--- config.mk ---
export PLATFORM = sky130hd
export DESIGN_NAME = display_scan_ctrl_flat
export DESIGN_NICKNAME = d
export VERILOG_FILES = /design/src/rtl/display_scan_ctrl_pkg.sv /design/src/rtl/display_scan_ctrl_if.sv /design/src/rtl/display_scan_ctrl_clk_div_tick.sv /design/src/rtl/display_scan_ctrl.sv /design/src/flat_wrapper.sv
export SDC_FILE = /design/constraint.sdc
export NUM_CORES = 1
export LEC_CHECK = 0
export BUFFER_PORTS_ARGS = -buffer_cell sky130_fd_sc_hd__buf_2
export CORE_MARGIN = 2
export CORE_UTILIZATION = 50
export CTS_CLUSTER_SIZE = 25
export DETAILED_ROUTE_END_ITERATION = 10
export GPL_ROUTABILITY_DRIVEN = 0
export PLACE_DENSITY_LB_ADDON = 0.2
export SLEW_MARGIN = 0
export SYNTH_ARGS = -nofsm -noshare
export SYNTH_HDL_FRONTEND = slang
export SYNTH_SLANG_ARGS = --single-unit
--- constraint.sdc ---
create_clock -name clk -period 3.55 [get_ports clk]
set_input_delay 0 -clock clk [delete_from_list [all_inputs] [get_ports clk]]
set_output_delay 0 -clock clk [all_outputs]
set_load 0.01 [all_outputs]
--- src/rtl/display_scan_ctrl_pkg.sv ---
// Shared types and helpers for the seven-segment scan controller.
package display_pkg;

    localparam int NUM_DIGITS = 8;

    typedef logic [2:0] digit_sel_t;

    typedef enum logic [1:0] {
        IDLE  = 2'd0,
        BLANK = 2'd1,
        DRIVE = 2'd2
    } scan_state_e;

    localparam logic [1:0] ST_IDLE  = IDLE;
    localparam logic [1:0] ST_BLANK = BLANK;
    localparam logic [1:0] ST_DRIVE = DRIVE;

    function automatic int digit_cyc(
        input int clk_hz,
        input int refresh_hz,
        input int n
    );
        return clk_hz / (refresh_hz * n);
    endfunction

endpackage

--- src/rtl/display_scan_ctrl_if.sv ---
// Scan-controller bundle; define DISPLAY_SCAN_BRIGHTNESS_EN to add brightness.
interface display_scan_ctrl_if;

    logic                                 en;
    logic [display_pkg::NUM_DIGITS-1:0]   digit_mask;
    logic [display_pkg::NUM_DIGITS-1:0]   dp_in;
`ifdef DISPLAY_SCAN_BRIGHTNESS_EN
    logic [3:0]                           brightness;
`endif
    display_pkg::digit_sel_t              sel;
    logic [display_pkg::NUM_DIGITS-1:0]   an_n;
    logic                                 dp_n;
    logic                                 scan_tick;

`ifdef DISPLAY_SCAN_BRIGHTNESS_EN
    modport master (
        output en, digit_mask, dp_in, brightness,
        input  sel, an_n, dp_n, scan_tick
    );
    modport slave (
        input  en, digit_mask, dp_in, brightness,
        output sel, an_n, dp_n, scan_tick
    );
`else
    modport master (
        output en, digit_mask, dp_in,
        input  sel, an_n, dp_n, scan_tick
    );
    modport slave (
        input  en, digit_mask, dp_in,
        output sel, an_n, dp_n, scan_tick
    );
`endif

endinterface

--- src/rtl/display_scan_ctrl_clk_div_tick.sv ---
// Per-digit slot counter: flags the last blank cycle and the last slot cycle.
module clk_div_tick
    import display_pkg::*;
#(
    parameter int DIV   = 10,
    parameter int BLANK = 2
) (
    input  logic clk,
    input  logic rst_n,
    input  logic clr_i,
    output logic end_blank_o,
    output logic end_slot_o
);

    localparam int W = (DIV > 1) ? $clog2(DIV) : 1;
    localparam logic [W-1:0] SLOT_LAST  = W'(DIV - 1);
    localparam logic [W-1:0] BLANK_LAST = W'(BLANK - 1);

    logic [W-1:0] cnt_q;
    logic [W-1:0] cnt_d;

    assign end_blank_o = (cnt_q == BLANK_LAST);
    assign end_slot_o  = (cnt_q == SLOT_LAST);

    always_comb begin
        cnt_d = cnt_q + W'(1);
        if (clr_i || end_slot_o) begin
            cnt_d = '0;
        end
    end

    always_ff @(posedge clk or negedge rst_n) begin
        if (!rst_n) begin
            cnt_q <= '0;
        end else begin
            cnt_q <= cnt_d;
        end
    end

endmodule

--- src/rtl/display_scan_ctrl.sv ---
// 8-digit seven-segment scan controller with per-slot blanking.
// Optional PWM dimming under DISPLAY_SCAN_BRIGHTNESS_EN.
module display_scan_ctrl #(
    parameter int CLK_HZ       = 100_000_000,
    parameter int REFRESH_HZ   = 1000,
    parameter int NUM_DIGITS   = 8,
    parameter int BLANK_CYCLES = 16
) (
    input  logic              clk,
    input  logic              rst_n,
    display_scan_ctrl_if.slave bus
);

    import display_pkg::*;

    localparam int DIGIT_CYC = digit_cyc(CLK_HZ, REFRESH_HZ, NUM_DIGITS);
    localparam digit_sel_t LAST_SEL = digit_sel_t'(NUM_DIGITS - 1);

    if (DIGIT_CYC < BLANK_CYCLES + 2 || BLANK_CYCLES < 1) begin : g_bad_cfg
        $error("display_scan_ctrl: digit slot too short for blanking");
    end

    logic [1:0] state_q, state_d;
    digit_sel_t sel_q, sel_d;
    logic [7:0] an_q, an_d;
    logic       dp_q, dp_d;
    logic       tick_q, tick_d;
    logic       on_d;
    logic       lit;
    logic       end_blank;
    logic       end_slot;
    logic       cnt_clr;

    assign cnt_clr = !bus.en || (state_q == ST_IDLE);

    clk_div_tick #(
        .DIV   (DIGIT_CYC),
        .BLANK (BLANK_CYCLES)
    ) u_div (
        .clk         (clk),
        .rst_n       (rst_n),
        .clr_i       (cnt_clr),
        .end_blank_o (end_blank),
        .end_slot_o  (end_slot)
    );

    always_comb begin
        state_d = state_q;
        sel_d   = sel_q;
        tick_d  = 1'b0;
        if (!bus.en) begin
            state_d = ST_IDLE;
        end else begin
            unique case (state_q)
                ST_IDLE: begin
                    state_d = ST_BLANK;
                    sel_d   = '0;
                end
                ST_BLANK: begin
                    if (end_blank) state_d = ST_DRIVE;
                end
                ST_DRIVE: begin
                    if (end_slot) begin
                        state_d = ST_BLANK;
                        sel_d   = (sel_q == LAST_SEL) ? '0 : sel_q + 3'd1;
                        tick_d  = 1'b1;
                    end
                end
                default: state_d = ST_IDLE;
            endcase
        end
    end

`ifdef DISPLAY_SCAN_BRIGHTNESS_EN
    logic [3:0] pwm_q, pwm_d;
    logic [3:0] bright_q, bright_d;

    // pwm_d is the phase of the cycle the registered outputs will show
    always_comb begin
        pwm_d    = 4'd0;
        bright_d = bright_q;
        if (state_d == ST_DRIVE && state_q == ST_DRIVE) begin
            pwm_d = pwm_q + 4'd1;
        end
        if (state_d == ST_BLANK && state_q != ST_BLANK) begin
            bright_d = bus.brightness;
        end
        on_d = (state_d == ST_DRIVE) && (pwm_d <= bright_q);
    end

    always_ff @(posedge clk or negedge rst_n) begin
        if (!rst_n) begin
            pwm_q    <= 4'd0;
            bright_q <= 4'd0;
        end else begin
            pwm_q    <= pwm_d;
            bright_q <= bright_d;
        end
    end
`else
    always_comb begin
        on_d = (state_d == ST_DRIVE);
    end
`endif

    // A masked digit keeps its slot timing but never asserts its anode
    always_comb begin
        lit        = on_d && bus.digit_mask[sel_d];
        an_d       = 8'hFF;
        an_d[sel_d] = ~lit;
        dp_d       = ~(lit && bus.dp_in[sel_d]);
    end

    always_ff @(posedge clk or negedge rst_n) begin
        if (!rst_n) begin
            state_q <= ST_IDLE;
            sel_q   <= '0;
            an_q    <= 8'hFF;
            dp_q    <= 1'b1;
            tick_q  <= 1'b0;
        end else begin
            state_q <= state_d;
            sel_q   <= sel_d;
            an_q    <= an_d;
            dp_q    <= dp_d;
            tick_q  <= tick_d;
        end
    end

    assign bus.sel       = sel_q;
    assign bus.an_n      = an_q;
    assign bus.dp_n      = dp_q;
    assign bus.scan_tick = tick_q;

endmodule

--- src/flat_wrapper.sv ---
// flat-port wrapper written by rule: the top's interface ports become plain ports
module display_scan_ctrl_flat import display_pkg::*;
#(
    parameter int CLK_HZ       = 100_000_000,
    parameter int REFRESH_HZ   = 1000,
    parameter int NUM_DIGITS   = 8,
    parameter int BLANK_CYCLES = 16
)
  (clk, rst_n, bus_en, bus_digit_mask, bus_dp_in, bus_sel, bus_an_n, bus_dp_n, bus_scan_tick);
  display_scan_ctrl_if bus_i ();
  input  logic clk;
  input  logic rst_n;
  input wire logic [$bits(bus_i.en)-1:0] bus_en;
  input wire logic [$bits(bus_i.digit_mask)-1:0] bus_digit_mask;
  input wire logic [$bits(bus_i.dp_in)-1:0] bus_dp_in;
  output wire logic [$bits(bus_i.sel)-1:0] bus_sel;
  output wire logic [$bits(bus_i.an_n)-1:0] bus_an_n;
  output wire logic [$bits(bus_i.dp_n)-1:0] bus_dp_n;
  output wire logic [$bits(bus_i.scan_tick)-1:0] bus_scan_tick;
  assign bus_i.en = bus_en;
  assign bus_i.digit_mask = bus_digit_mask;
  assign bus_i.dp_in = bus_dp_in;
  assign bus_sel = bus_i.sel;
  assign bus_an_n = bus_i.an_n;
  assign bus_dp_n = bus_i.dp_n;
  assign bus_scan_tick = bus_i.scan_tick;
  display_scan_ctrl #(.CLK_HZ(CLK_HZ), .REFRESH_HZ(REFRESH_HZ), .NUM_DIGITS(NUM_DIGITS), .BLANK_CYCLES(BLANK_CYCLES)) u_core (.clk(clk), .rst_n(rst_n), .bus(bus_i));
endmodule
==> impl_metrics.csv <==
group,metric,value,unit
synth,syn-mean-instance-area,10.31,um^2
synth,synth_cells,148,
synth,yosysWarnings,0,
cells_and_area,multi_input_area,740.7,um^2
timing,tns,0,ps
worst_setup_path,slowest_delay,610,ps
worst_setup_path,worstPathCellList,"or4_1 -> or4_4 -> mux2_4 -> clkinv_4 -> mux2_2 -> o221ai_1 -> o41ai_2 -> o211ai_1",
clock_network,path_clk_slew,100,ps
cells_and_area,seq_area,737.0,um^2
power,power_leakage,0.8031,nW
synth,yosys.area.top_type_share,0.3281,
run,max_cap_violations,0,
cells_and_area,antenna_cells,0,
place,dpl.cell_count,208,
place,pre_cts_slack,595.9,ps
floorplanning,ioPinCount,32,
worst_setup_path,cp.required,3820,ps
timing,slew_violations,0,
timing,max_freq,334.9,MHz
outcome,status,"complete, no violations",
power,switching_share,0.1967,
timing,timing.slew.headroom,0.3012,
synth,synth_nets,170,
global_route,grt_pass1_wl,5202,um
drt,post-route-drc-count,0,
power,seqPwrFrac,0.476,
synth,synth_top_area_cell,"dfrtp_1",
timing,finalCritPeriodShare,0.8411,
floorplanning,core-area,2978,um^2
drt,antenna_left,0,
global_route,grt_overflow,0,
global_route,grt.busiest_layer,"met2",
synth,ys_seq_elements,29,
clock_network,clock-root-buffer,"clkbuf_4",
cells_and_area,drive_gt1_frac,0.3441,
drt,vias,1264,
synth,synthArstFlopShare,1.000,
cells_and_area,final_common_cell,"buf_2",
cells_and_area,n_fill_cell,263,
drt,drt_iter0_markers,66,
clock_network,cts_sinks,29,
synth,synthSimpleGateAreaFrac,0.2617,
global_route,antenna_found_initial,0,
drt,dr.pass1.iters,4,
worst_setup_path,slowest_stage,"or4_4",
clock_network,cts_buffers,5,
cells_and_area,post-route-util,0.6151,
cells_and_area,layout_common_cells,"31 x buf_2, 20 x dfrtp_1, 14 x nor2_1",
worst_setup_path,critPathMaxFanout,10,
floorplanning,die-area,3508,um^2
floorplanning,die_w,59.23,um
global_route,grt_start_max_net_pins,30,
power,power,702.2,uW
synth,synth-adder-area-share,0.02461,
timing,rsz0062_at_grt,"false",
clock_network,cts_setup_buffers,0,
worst_setup_path,start_kind,"register",
worst_setup_path,cp.arrival,3250,ps
clock_network,cts_resized,0,
clock_network,cts_max_level,2,
clock_network,clkLatencyLatePin,330,ps
timing,tightest_slew,1044,ps
worst_setup_path,cp-end-kind,"register",
power,powerDensity,383.4,nW/um^2
worst_setup_path,worst-path-buf-inv,1,
global_route,grt_util_met3,0.06987,
place,port_buffers,31,
global_route,gr-usage-met2,0.2983,
synth,ys_types,46,
cells_and_area,fin_nets,207,
min_path,hold_class,"input port to register",
clock_network,cts_buffer_depth,2,
global_route,grt_usage,0.2000,
synth,synth_top_family_by_area,"simple AND/OR/NAND/NOR gates",
synth,synth_edf_count,0,
drt,wl,3152,um
timing,finalSetupViolations,0,
synth,synth_compound_gate_area_share,0.1206,
power,intPower,564.1,uW
power,netSwitchingPower,138.1,uW
synth,synth_mux_area_frac,0.02707,
power,ir_worst_vdd,0.0003502,V
synth,syn-cell-area,1525,um^2
floorplanning,die_h,59.23,um
worst_setup_path,crit_family,"simple AND/OR/NAND/NOR gates",
synth,ys.flop_type,"dfrtp_1",
timing,setup_ws,564.3,ps
power,pwr-share-comb,0.044,
global_route,grt_pass1_vias,1158,
timing,skew,7.913,ps
place,dpl.hpwl,2333,um
cells_and_area,syn2layout_area_growth,20.10,%
timing,hold_viol_final,0,
drt,routedWlPerCell,14.39,um
synth,synthTopCellsByArea,"dfrtp_1 33%, dfstp_2 16%, nor2_1 3.4%",
floorplanning,initial_core_util,0.5122,
worst_setup_path,worst-setup-path-type,"register to register",
drt,avgViaCountPerCell,5.772,
floorplanning,fp-row-count,20,
synth,yosysSeqAreaShare,0.4832,
timing,min_period,2986,ps
synth,synth-xor-area-share,0.05168,
global_route,grtUsageMet1,0.2661,
cells_and_area,layoutNonFillerInstCount,219,
power,clkPwrFrac,0.480,
clock_network,cts_tree,"done",
[per-stage QoR]
stage               hold WS, ps  cell area, um^2
floorplan                -295.6             1525
global placement          49.69             1699
detailed placement        53.53             1699
CTS                       38.47             1832
global route              44.59             1832
finish                    56.60             1832
[routing by layer]
| metal | wire (um) | vias up |
|---|---|---|
| met5 | 0 | - |
| met4 | 60 | 0 |
| met3 | 171 | 8 |
| met2 | 1436 | 33 |
| met1 | 1484 | 608 |
| li1 | - | 615 |
[logic make-up (layout without fill, tap and decap cells)]
| group | count (synthesis) | after routing |
|---|---|---|
| AND/OR/NAND/NOR | 70 | 70 |
| XOR/XNOR | 9 | 9 |
| adder cells (fa/ha/maj) | 3 | 3 |
| AO/OA/AOI/OAI | 26 | 26 |
| multiplexers | 3 | 3 |
| flip-flops | 29 | 29 |
| buffers and inverters | 8 | 46 |
[registers in the layout, summed over array words and instances, names as in the netlist]
register	flops
u_core.bus.an_n	8
u_core.bus.dp_n	1
u_core.bus.sel	3
u_core.u_div.cnt_q	14
u_core.bus.scan_tick	1
u_core.state_q	2
[final cells by class]
| cell class | instances | area share |
|---|---|---|
| Inverter | 4 | 0.01366 |
| Timing Repair Buffer | 34 | 0.1011 |
| Sequential cell | 29 | 0.4023 |
| Clock buffer | 5 | 0.02049 |
| Tap cell | 33 | 0.02254 |
| Clock inverter | 3 | 0.03552 |
| Multi-Input combinational cell | 111 | 0.4044 |
[tightest hold or removal path: stages]
cell,delay (ps)
buf_2,70
o221a_2,220
nand3_1,90
[power groups by stage]
stage          clock network (mW)  registers (mW)  logic, mW
6_report                    0.337           0.334     0.0307
5_1_grt                     0.360           0.334     0.0348
4_1_cts                     0.347           0.334     0.0316
3_5_place_dp                    0           0.340     0.0290
3_3_place_gp                    0           0.340     0.0284
2_1_floorplan                   0           0.340    0.00975
[what timing repair did]
action | in CTS | in global routing
hold buffers | 3 | 0
endpoints found under the setup margin | 0 | 0
endpoints found under the hold margin | 22 | 0
[path summary, 6_finish.rpt]
kind / start / endpoint / slack [ps] / cells past startpoint
setup / recovery: u_core.u_div.cnt_q[9]$_DFF_PN0_ / u_core.bus.dp_n$_DFF_PN1_ / 560 / 8
hold / removal: bus_digit_mask[7] / u_core.bus.an_n[6]$_DFF_PN1_ / 60 / 3
setup reg to reg: u_core.u_div.cnt_q[9]$_DFF_PN0_ / u_core.bus.dp_n$_DFF_PN1_ / 560 / 8
hold reg to reg: u_core.u_div.cnt_q[0]$_DFF_PN0_ / u_core.u_div.cnt_q[0]$_DFF_PN0_ / 470 / 1
max in group asynchronous: rst_n / u_core.bus.sel[2]$_DFF_PN0_ / 2950 / 2
min in group asynchronous: rst_n / u_core.state_q[0]$_DFF_PN0_ / 200 / 2
[synth_stat cells, types with 2 or more instances]
cell,instances
a21oi_1,7
and3_1,6
clkbuf_1,3
clkinv_4,2
dfrtp_1,20
dfstp_2,9
ha_1,3
inv_1,2
mux2_4,2
nand2_1,8
nand2_2,2
nand3_1,7
nand4_1,6
nand4b_1,2
nor2_1,14
nor2b_1,3
nor3_1,4
o211ai_1,2
o21ai_0,7
or2_2,2
or3_1,5
xnor2_1,4
xor2_1,5
Power figures use the tool's default switching activity.
